===== src/rtl/dds_pkg.sv =====
// rtl/dds_pkg.sv - shared DDS constants and frequency-detector state encoding
package dds_pkg;

    // Table steps between two sym toggles (253 down plus 253 up)
    localparam int DDS_STEPS   = 506;
    localparam int DDS_WORD_W  = 4;
    localparam int DDS_MAX_DIV = 16;

    typedef enum logic [1:0] {
        IDLE,
        MEASURE,
        DIVIDE,
        REPORT
    } fd_state_t;

endpackage


===== src/rtl/edge_sync.sv =====
// rtl/edge_sync.sv - two-flop synchronizer with any-polarity edge pulse
module edge_sync (
    input  logic clk,
    input  logic rst,
    input  logic sym_i,
    output logic edge_o
);

    logic s1_q;
    logic s2_q;
    logic s3_q;

    // Two metastability stages followed by one delay stage used for edge compare
    always_ff @(posedge clk) begin
        if (rst) begin
            s1_q <= 1'b0;
            s2_q <= 1'b0;
            s3_q <= 1'b0;
        end else begin
            s1_q <= sym_i;
            s2_q <= s1_q;
            s3_q <= s2_q;
        end
    end

    assign edge_o = s2_q ^ s3_q;

endmodule


===== src/rtl/dds_freq_detect.sv =====
// rtl/dds_freq_detect.sv - recovers the DDS divider word from the sym toggle period
module dds_freq_detect
    import dds_pkg::*;
#(
    parameter int STEPS = DDS_STEPS,
    parameter int TOL   = 0,
    parameter int CNT_W = 14
) (
    input  logic                  clk,
    input  logic                  rst,
    input  logic                  sym_in,
    output logic [DDS_WORD_W-1:0] data_out,
    output logic                  valid,
    output logic                  locked,
    output logic                  err
);

    localparam logic [CNT_W-1:0] STEPS_C   = CNT_W'(STEPS);
    localparam logic [CNT_W-1:0] TOL_C     = CNT_W'(TOL);
    localparam logic [CNT_W-1:0] HI_C      = CNT_W'(STEPS - TOL);
    localparam logic [CNT_W-1:0] TIMEOUT_C = CNT_W'(STEPS * (DDS_MAX_DIV + 1));
    localparam logic [4:0]       Q_LIM     = 5'(DDS_MAX_DIV + 1);

    fd_state_t             state_q, state_d;
    logic [CNT_W-1:0]      cnt_q, cnt_d;
    logic [CNT_W-1:0]      rem_q, rem_d;
    logic [4:0]            q_q, q_d;
    logic [DDS_WORD_W-1:0] data_q, data_d;
    logic                  valid_q, valid_d;
    logic                  err_q, err_d;
    logic                  locked_q, locked_d;
    logic                  have_prev_q, have_prev_d;

    logic                  sym_edge;
    logic [4:0]            qf;
    logic                  accept;
    logic [DDS_WORD_W-1:0] word;

    edge_sync u_edge_sync (
        .clk    (clk),
        .rst    (rst),
        .sym_i  (sym_in),
        .edge_o (sym_edge)
    );

    // Round up when the remainder sits just below a full step (only with TOL>0)
    assign qf     = ((TOL > 0) && (rem_q >= HI_C)) ? q_q + 5'd1 : q_q;
    assign accept = ((rem_q <= TOL_C) || (rem_q >= HI_C))
                    && (qf >= 5'd1) && (qf <= 5'(DDS_MAX_DIV));
    assign word   = DDS_WORD_W'(qf - 5'd1);

    // State and datapath registers
    always_ff @(posedge clk) begin
        if (rst) begin
            state_q     <= IDLE;
            cnt_q       <= '0;
            rem_q       <= '0;
            q_q         <= '0;
            data_q      <= '0;
            valid_q     <= 1'b0;
            err_q       <= 1'b0;
            locked_q    <= 1'b0;
            have_prev_q <= 1'b0;
        end else begin
            state_q     <= state_d;
            cnt_q       <= cnt_d;
            rem_q       <= rem_d;
            q_q         <= q_d;
            data_q      <= data_d;
            valid_q     <= valid_d;
            err_q       <= err_d;
            locked_q    <= locked_d;
            have_prev_q <= have_prev_d;
        end
    end

    // Next state: continuous period counter, restoring division, result reporting
    always_comb begin
        state_d     = state_q;
        cnt_d       = cnt_q;
        rem_d       = rem_q;
        q_d         = q_q;
        data_d      = data_q;
        valid_d     = 1'b0;
        err_d       = 1'b0;
        locked_d    = locked_q;
        have_prev_d = have_prev_q;

        // The counter restarts on every edge, even mid-divide, so no period is lost
        if (sym_edge) begin
            cnt_d = CNT_W'(1);
        end else if (state_q != IDLE) begin
            cnt_d = cnt_q + 1'b1;
        end

        case (state_q)
            IDLE: begin
                if (sym_edge) begin
                    state_d = MEASURE;
                end
            end
            MEASURE: begin
                if (sym_edge) begin
                    rem_d   = cnt_q;
                    q_d     = '0;
                    state_d = DIVIDE;
                end else if (cnt_q >= TIMEOUT_C) begin
                    err_d       = 1'b1;
                    locked_d    = 1'b0;
                    have_prev_d = 1'b0;
                    cnt_d       = '0;
                    state_d     = IDLE;
                end
            end
            DIVIDE: begin
                if ((rem_q >= STEPS_C) && (q_q < Q_LIM)) begin
                    rem_d = rem_q - STEPS_C;
                    q_d   = q_q + 5'd1;
                    // Look ahead so the last subtraction goes straight to REPORT
                    if (!((rem_d >= STEPS_C) && (q_d < Q_LIM))) begin
                        state_d = REPORT;
                    end
                end else begin
                    state_d = REPORT;
                end
            end
            REPORT: begin
                if (accept) begin
                    data_d      = word;
                    valid_d     = 1'b1;
                    locked_d    = have_prev_q && (word == data_q);
                    have_prev_d = 1'b1;
                end else begin
                    err_d       = 1'b1;
                    locked_d    = 1'b0;
                    have_prev_d = 1'b0;
                end
                state_d = MEASURE;
            end
            default: state_d = IDLE;
        endcase
    end

    assign data_out = data_q;
    assign valid    = valid_q;
    assign err      = err_q;
    assign locked   = locked_q;

endmodule


===== config.mk =====
export PLATFORM = sky130hd
export DESIGN_NAME = dds_freq_detect
export DESIGN_NICKNAME = d
export VERILOG_FILES = /design/src/rtl/dds_pkg.sv /design/src/rtl/edge_sync.sv /design/src/rtl/dds_freq_detect.sv
export SDC_FILE = /design/constraint.sdc
export NUM_CORES = 1
export LEC_CHECK = 0
export ABC_AREA = 1
export BUFFER_PORTS_ARGS = -buffer_cell sky130_fd_sc_hd__buf_2
export CORE_ASPECT_RATIO = 1.75
export CORE_UTILIZATION = 30
export DETAILED_ROUTE_END_ITERATION = 8
export PLACE_DENSITY = 0.44
export SLEW_MARGIN = 0
export SYNTH_ARGS = -nofsm -noshare
export SYNTH_HDL_FRONTEND = slang
export SYNTH_HIERARCHICAL = 1
export SYNTH_SLANG_ARGS = --single-unit

===== constraint.sdc =====
create_clock -name clk -period 2.2 [get_ports clk]
set_input_delay 0.33 -clock clk [delete_from_list [all_inputs] [get_ports clk]]
set_output_delay 0.33 -clock clk [all_outputs]
set_load 0.01 [all_outputs]

==> flow_summary.json, run 1 <==
{
  "cts.sinks": 46,
  "power_mw": 2.88,
  "area_growth_pct": 13.0,
  "grt_setup_unrepaired": "no",
  "cp_top_family": "simple AND/OR/NAND/NOR gates",
  "cts_tree": "built",
  "drv_slew": 0,
  "antenna_cells": 0,
  "ioPinCount": 10,
  "setup_tns_ns": 0,
  "layout_commonest_cell": "nand2_1",
  "path_clk_slew_ns": 0.07,
  "dieArea_mm2": 0.0101,
  "hp-class": "in -> reg",
  "grt_pass1_vias": 2573,
  "synthXorXnorAreaFrac": 0.0180,
  "htreeDepth": 2,
  "hold-path-cell-count": 3,
  "powerDensity_mw_per_mm2": 873,
  "cts-buffers-inserted": 5,
  "hold_violations": 0,
  "die_w_um": 76.5,
  "reg2reg_depth": 12,
  "min_period_ns": 1.98,
  "via_per_inst": 4.69,
  "pwr-share-clk": 0.303,
  "irDropWorstVdd_uv": 323,
  "wire_per_inst_um": 13.5,
  "clockBufferDepth": 2,
  "swShare": 0.381,
  "hold_buffers": 0,
  "cpMaxStageDelayCell": "dfxtp_2",
  "first_pass_iters": 4,
  "cp_slowest_stage_delay_ns": 0.36,
  "cts_resized": 0,
  "drtIter0Drc": 110,
  "drc": 0,
  "min_period_over_period": 0.902,
  "place_area_mm2": 0.00311,
  "worst_pin_slew_ns": 0.498,
  "start_util": 0.308,
  "core_mm2": 0.00947,
  "finish.utilization": 0.348,
  "fp-row-count": 47,
  "grt_overflow_total": 0,
  "cp_max_fo": 5,
  "synthAdderAreaFrac": 0.0558,
  "drv_cap": 0,
  "setup_viol": 0,
  "synth.distinct_cells": 39,
  "final_cell_mix": "nand2_1 (110), inv_1 (65), dfxtp_1 (44)",
  "synthSimpleGateAreaFrac": 0.338,
  "clock_latency_ns": 0.29,
  "grt_max_degree": 19,
  "io_buffers": 9,
  "num-nets-final": 468,
  "grt_pass1_wl_mm": 12.8,
  "via_count": 2698,
  "comb_power_share": 0.351,
  "root_buffer": "clkbuf_16",
  "yosysSeqAreaShare": 0.316,
  "cp.required_ns": 2.44,
  "worst_setup_path_start_kind": "register",
  "dp_hpwl_mm": 6.07,
  "die_height_um": 132,
  "postCtsSetupBuffers": 0,
  "yosys.area.top_type": "dfxtp_1",
  "yosysTopAreaCellShare": 0.316,
  "synth_compound_area_frac": 0.159,
  "grtUsageTotal": 0.163,
  "yosysWarningCount": 6,
  "synth.area.mux_share": 0,
  "design_area_mm2": 0.00329,
  "synth_top_family_by_area": "simple AND/OR/NAND/NOR gates",
  "power_frac_seq": 0.345,
  "intPower_mw": 1.78,
  "skew_ns": 0.00735,
  "switchingPower_mw": 1.10,
  "synth_seq_cells": 46,
  "critical_path_class": "reg -> reg",
  "syn-num-nets": 453,
  "gp_congestion": 0.838,
  "antenna_violating_nets_post_route": 0,
  "wirelength_mm": 7.75,
  "drive_above_1_share": 0.159,
  "cp.buffers_inverters": 1,
  "synthesis.area_mm2": 0.00291,
  "path_cells": "inv_1 -> ha_2 -> nor2_2 -> nand2_1 -> nor2_1 -> nand2_1 -> nor2_2 -> nand3_1 -> nor3_2 -> or2_1 -> nand3_1 -> nor2_1",
  "synthTopCellsByArea": "dfxtp_1 (32%), nand2_1 (14%), inv_1 (8.4%), ha_1 (5.6%), o21ai_0 (5.3%)",
  "cp-end-kind": "register",
  "max_clock_freq_ghz": 0.504,
  "cp.depth": 12,
  "leakage_nw": 1.38,
  "max-slew-margin-rel": 0.668,
  "outcome": "finished clean",
  "crit_arrival_ns": 2.22,
  "avgSynthCellArea_um2": 6.67,
  "antenna_found_initial": 0,
  "syn-instance-count": 437
}
-- sequential cells by signal, indices dropped and copies added (netlist names) --
name	count
u_edge_sync/s2_q	1
q_q	5
locked	1
have_prev_q	1
data_out	4
u_edge_sync/s1_q	1
u_edge_sync/s3_q	1
err	1
cnt_q	14
valid	1
state_q	2
rem_q	14
-- per-layer routing --
layer,track usage,vias up,part of all wire
met5,0,-,0
met4,0.0577,0,0.019
met3,0.0208,9,0.014
met2,0.322,26,0.57
met1,0.171,1240,0.40
li1,-,1423,-
-- worst min-delay path: stages --
cell	delay (ns)
buf_2	0.07
inv_1	0.03
nor2_1	0.06
-- power groups by stage --
stage	logic (mW)	registers (mW)	clock network (mW)
after floorplan	0.821	0.986	0
after global placement	1.02	1.01	0
after detailed placement	1.02	1.01	0
after CTS	1.02	0.990	0.905
after global routing	1.14	1.01	0.939
final	1.01	0.994	0.873
-- final timing paths --
path / startpoint / to / slack (ns)
worst max-delay path: state_q[1] / cnt_q[12] / 0.22
worst min register to register: u_edge_sync/s1_q / u_edge_sync/s2_q / 0.40
worst max register to register: state_q[1] / cnt_q[12] / 0.22
worst min-delay path: sym_in / u_edge_sync/s1_q / 0.24
-- area by class of cell --
cell class              count  area [um2]
inverters                  69         262
repair buffers             18         113
well taps                 122         153
clock buffers               6         129
multi-input cells         312        1680
fillers                  1043        6170
clock inverters             2        37.5
flip-flops and latches     46         923
-- synthesized netlist by cell type, drive strengths merged --
cell type,instances
nor3b,1
nand3,24
a31oi,1
dfxtp,46
o21ai,34
inv,69
o2111ai,1
nand4,8
nor4,4
buf,5
o211ai,3
ha,13
a211oi,1
a21oi,37
o31ai,1
nor2,44
nand2,121
nand3b,3
xnor2,2
xor2,4
or2,3
o21bai,1
clkbuf,5
nor3,6
-- logic make-up after synthesis --
| group | Yosys count |
|---|---|
| xor gates and xnor gates | 6 |
| buffers and inverters | 79 |
| AOI/OAI and AO/OA | 79 |
| adders and majority gates | 13 |
| and+or+nand+nor | 214 |
| DFF | 46 |
-- per-stage QoR --
stage          hold slack (ns)  cells  setup WS, ns
2_1_floorplan            0.388    437         0.412
3_3_place_gp             0.391    567        0.0751
3_5_place_dp             0.392    567        0.0637
4_1_cts                  0.233    575        0.0439
5_1_grt                  0.259    575        0.0334
6_report                 0.241    575         0.217
No activity file was read; power rests on OpenSTA's default activity.
==> run 2, diff against run 1 <==
--- a/config.mk
+++ b/config.mk
@@ -8,6 +8,7 @@
 export ABC_AREA = 1
 export BUFFER_PORTS_ARGS = -buffer_cell sky130_fd_sc_hd__buf_2
 export CORE_ASPECT_RATIO = 1.75
+export CORE_MARGIN = 5
 export CORE_UTILIZATION = 30
 export DETAILED_ROUTE_END_ITERATION = 8
 export PLACE_DENSITY = 0.44
==> flow_summary.json, run 2 (synthesis results as in run 1) <==
{
  "outcome": "finished clean",
  "drive_above_1_share": 0.165,
  "dieArea_mm2": 0.0119,
  "worst_setup_path_start_kind": "register",
  "max-slew-margin-rel": 0.726,
  "reg2reg_depth": 12,
  "grtUsageTotal": 0.137,
  "fp-row-count": 47,
  "top_regs": "cnt_q (14), rem_q (14), q_q (5)",
  "io_buffers": 9,
  "cts-buffers-inserted": 5,
  "critical_path_class": "reg -> reg",
  "hold_buffers": 0,
  "hp-class": "in -> reg",
  "grt_pass1_vias": 2645,
  "irDropWorstVdd_uv": 307,
  "die_w_um": 84.5,
  "wire_per_inst_um": 13.7,
  "cp.required_ns": 2.43,
  "grt_max_degree": 25,
  "postCtsSetupBuffers": 0,
  "cts_tree": "built",
  "clock_latency_ns": 0.29,
  "cts.sinks": 46,
  "grt_overflow_total": 0,
  "min_period_ns": 2.01,
  "multi_input_area_mm2": 0.00168,
  "max_clock_freq_ghz": 0.497,
  "dp_hpwl_mm": 6.27,
  "place_area_mm2": 0.00313,
  "hold_violations": 0,
  "grt_pass1_wl_mm": 12.8,
  "r2r_start": "state_q[1]",
  "seq_area_um2": 922,
  "design_area_mm2": 0.00332,
  "die_height_um": 140,
  "layout_commonest_cell": "nand2_1",
  "crit_start": "state_q[1]",
  "setup_viol": 0,
  "cts_resized": 0,
  "cp_max_fo": 5,
  "hp-start": "sym_in",
  "cp-end-kind": "register",
  "drv_cap": 0,
  "setup_tns_ns": 0,
  "final_cell_mix": "nand2_1 (110), inv_1 (65), dfxtp_1 (45)",
  "start_util": 0.308,
  "core_mm2": 0.00947,
  "clockBufferDepth": 2,
  "htreeDepth": 2,
  "antenna_violating_nets_post_route": 0,
  "skew_ns": 0.00567,
  "leakage_nw": 1.41,
  "num-nets-final": 471,
  "ioPinCount": 10,
  "antenna_cells": 0,
  "antenna_found_initial": 0,
  "area_growth_pct": 14.1,
  "crit_arrival_ns": 2.24,
  "grt_setup_unrepaired": "no",
  "powerDensity_mw_per_mm2": 864,
  "wirelength_mm": 7.93,
  "via_count": 2734,
  "drc": 0,
  "drtIter0Drc": 102,
  "gp_congestion": 0.806,
  "first_pass_iters": 4,
  "worst_pin_slew_ns": 0.408,
  "path_clk_slew_ns": 0.07,
  "min_period_over_period": 0.914,
  "drv_slew": 0,
  "hold-path-cell-count": 3,
  "via_per_inst": 4.74,
  "fillers": 1050,
  "root_buffer": "clkbuf_16"
}
run 2: cell count changes in the layout (fill, tap and decap cells not counted):
cell	previous run	this run
buf_4	9	12
nor3_1	5	3
nor3_2	1	3
clkbuf_1	1	0
clkbuf_8	0	1
clkinvlp_4	1	0
dfxtp_1	44	45
dfxtp_2	2	1
ha_1	12	13
ha_2	1	0
run 2: worst paths after layout:
kind	to	slack, ns
worst max-delay path	cnt_q[12]	0.19
worst min-delay path	u_edge_sync/s1_q	0.24
worst max register to register	cnt_q[12]	0.19
worst min register to register	u_edge_sync/s2_q	0.40
run 2: routing by layer:
layer  vias to the layer above  global-route usage  part of all wire
met5                         -                   0                 0
met4                         0              0.0642             0.029
met3                        17              0.0194             0.020
met2                        31               0.280              0.58
met1                      1259               0.128              0.37
li1                       1427                   -                 -
run 2: power breakdown:
part	switching, mW	internal [mW]
Combinational	0.663	0.329
Clock	0.329	0.561
Sequential	0.0852	0.906
Total	1.08	1.80
run 2: critical path, cell delays in order, from the launching register on:
cell	delay (ns)
dfxtp_1	0.39
inv_1	0.10
ha_1	0.26
nor2_2	0.16
nand2_1	0.10
nor2_1	0.14
nand2_1	0.12
nor2_2	0.11
nand3_1	0.14
nor3_2	0.16
or2_1	0.12
nand3_1	0.06
nor2_1	0.09
run 2: cell type report:
class                   instances  share of cell area
multi-input cells             312               0.507
inverters                      69              0.0787
flip-flops and latches         46               0.277
repair buffers                 21              0.0406
clock buffers                   6              0.0418
clock inverters                 1             0.00903
well taps                     122              0.0459
run 2: metrics by stage:
stage	util	hold WS, ns	setup WS, ns	cells	total power [mW]
detailed placement	0.331	0.400	0.0757	570	2.01
global placement	0.331	0.391	0.0913	570	2.01
global route	0.351	0.252	0.00623	577	3.08
CTS	0.349	0.232	0.0650	577	2.92
finish	0.351	0.237	0.189	577	2.87
floorplan	-	0.388	0.412	437	1.81
==> run 3, diff against run 2 <==
--- a/config.mk
+++ b/config.mk
@@ -7,7 +7,7 @@
 export LEC_CHECK = 0
 export ABC_AREA = 1
 export BUFFER_PORTS_ARGS = -buffer_cell sky130_fd_sc_hd__buf_2
-export CORE_ASPECT_RATIO = 1.75
+export CORE_ASPECT_RATIO = 0.5
 export CORE_MARGIN = 5
 export CORE_UTILIZATION = 30
 export DETAILED_ROUTE_END_ITERATION = 8
==> flow_summary.json, run 3 (synthesis results as in run 1) <==
{
  "outcome": "finished clean",
  "grt_setup_unrepaired": "yes",
  "cp_max_fo": 11,
  "worst_pin_slew_ns": 0.459,
  "final_cell_mix": "nand2_1 (110), inv_1 (65), dfxtp_1 (44)",
  "r2r_start": "state_q[1]",
  "path_clk_slew_ns": 0.07,
  "drive_above_1_share": 0.164,
  "power_mw": 2.77,
  "die_w_um": 149,
  "finish.utilization": 0.350,
  "antenna_cells": 0,
  "layout_commonest_cell": "nand2_1",
  "clock_latency_ns": 0.29,
  "root_buffer": "clkbuf_16",
  "hold_buffers": 0,
  "via_per_inst": 4.48,
  "design_area_mm2": 0.00331,
  "gp_congestion": 0.828,
  "ioPinCount": 10,
  "die_height_um": 79.7,
  "placed_cells": 583,
  "leakage_nw": 1.39,
  "drv_slew": 0,
  "crit_arrival_ns": 2.21,
  "wirelength_mm": 7.43,
  "pwr-share-clk": 0.279,
  "first_pass_iters": 4,
  "dp_hpwl_mm": 5.80,
  "skew_ns": 0.00692,
  "m1WireLength_mm": 3.96,
  "swShare": 0.396,
  "grt_max_degree": 19,
  "setup_tns_ns": 0,
  "cp-end-kind": "register",
  "min_period_ns": 1.99,
  "switchingPower_mw": 1.10,
  "cts-buffers-inserted": 5,
  "antenna_found_initial": 0,
  "power_frac_seq": 0.356,
  "via_count": 2648,
  "start_util": 0.308,
  "drc": 0,
  "top_layer": "met4",
  "grt_overflow_total": 0,
  "irDropWorstVdd_uv": 217,
  "grt_pass1_wl_mm": 12.4,
  "top_regs": "cnt_q (14), rem_q (14), q_q (5)",
  "min_period_over_period": 0.903,
  "dieArea_mm2": 0.0119,
  "hp-start": "sym_in",
  "reg2reg_to": "rem_q[8]",
  "num-nets-final": 471,
  "powerDensity_mw_per_mm2": 836,
  "hold_slack_ns": 0.234,
  "worst_setup_path_start_kind": "register",
  "intPower_mw": 1.67,
  "comb_power_share": 0.365,
  "grt_pass1_vias": 2549,
  "hold_violations": 0,
  "postCtsSetupBuffers": 0,
  "final_cells": 591,
  "reg2reg_depth": 9,
  "place_ws_ns": 0.0539,
  "htreeDepth": 2,
  "ff2ff_setup_slack_ns": 0.21,
  "cts.sinks": 46,
  "max_clock_freq_ghz": 0.503,
  "wire_per_inst_um": 12.6,
  "clockBufferDepth": 2,
  "setup_viol": 0,
  "core_mm2": 0.00945,
  "hold-path-cell-count": 3,
  "wl_met2_mm": 3.04,
  "fin_ws_ns": 0.214,
  "drv_cap": 0,
  "io_buffers": 9,
  "grtUsageTotal": 0.133,
  "critical_path_class": "reg -> reg",
  "cp.required_ns": 2.43,
  "hp-class": "in -> reg",
  "antenna_violating_nets_post_route": 0,
  "max-slew-margin-rel": 0.692,
  "hold-path-endpoint": "u_edge_sync/s1_q",
  "area_growth_pct": 13.6,
  "fp-row-count": 25,
  "met3WireLength_um": 351,
  "place_area_mm2": 0.00315,
  "drtIter0Drc": 145,
  "cts_tree": "built"
}
==> run 3: worst max path at each step <==
stage,slack (ns),startpoint,cells after the start,end
floorplan,0.41,state_q[0],12,cnt_q[11]
global placement,0.01,state_q[0],12,cnt_q[11]
detailed placement,0.05,state_q[0],12,cnt_q[11]
CTS,0.02,state_q[0],12,cnt_q[11]
global route,-0.01,state_q[0],12,cnt_q[11]
finish,0.21,state_q[1],9,rem_q[8]
==> run 3: power by group through the flow <==
| stage | Clock, mW | Sequential [mW] | Combinational, mW |
|---|---|---|---|
| 2_1_floorplan | 0 | 0.986 | 0.821 |
| 3_3_place_gp | 0 | 1.00 | 1.03 |
| 3_5_place_dp | 0 | 1.00 | 1.01 |
| 4_1_cts | 0.808 | 0.984 | 1.02 |
| 5_1_grt | 0.844 | 0.997 | 1.16 |
| 6_report | 0.773 | 0.984 | 1.01 |
==> run 3: cell type report <==
type / count / area, um2
multi-input combinational: 312 / 1670
inverter: 69 / 262
fill: 1041 / 6140
clock inverter: 3 / 21.3
sequential: 46 / 923
tap: 135 / 169
clock buffer: 5 / 125
timing repair buffer: 21 / 135
==> run 3: critical path: stages (launching register included) <==
cell	delay [ns]
dfxtp_2	0.34
inv_1	0.10
ha_1	0.22
inv_1	0.11
nor2_1	0.28
inv_1	0.22
nand3b_4	0.21
buf_4	0.22
nand2_1	0.08
a21oi_2	0.13
==> run 3: per-layer routing <==
layer,vias to the layer above,track usage
met4,0,0.0356
met5,-,0
met2,34,0.204
li1,1432,-
met1,1175,0.183
met3,7,0.0403
==> run 3: what timing repair did <==
action | 4_1_cts | 5_1_grt
endpoints found under the setup margin | 0 | 6
hold endpoints to repair | 0 | 0
gates resized for setup | 0 | 6
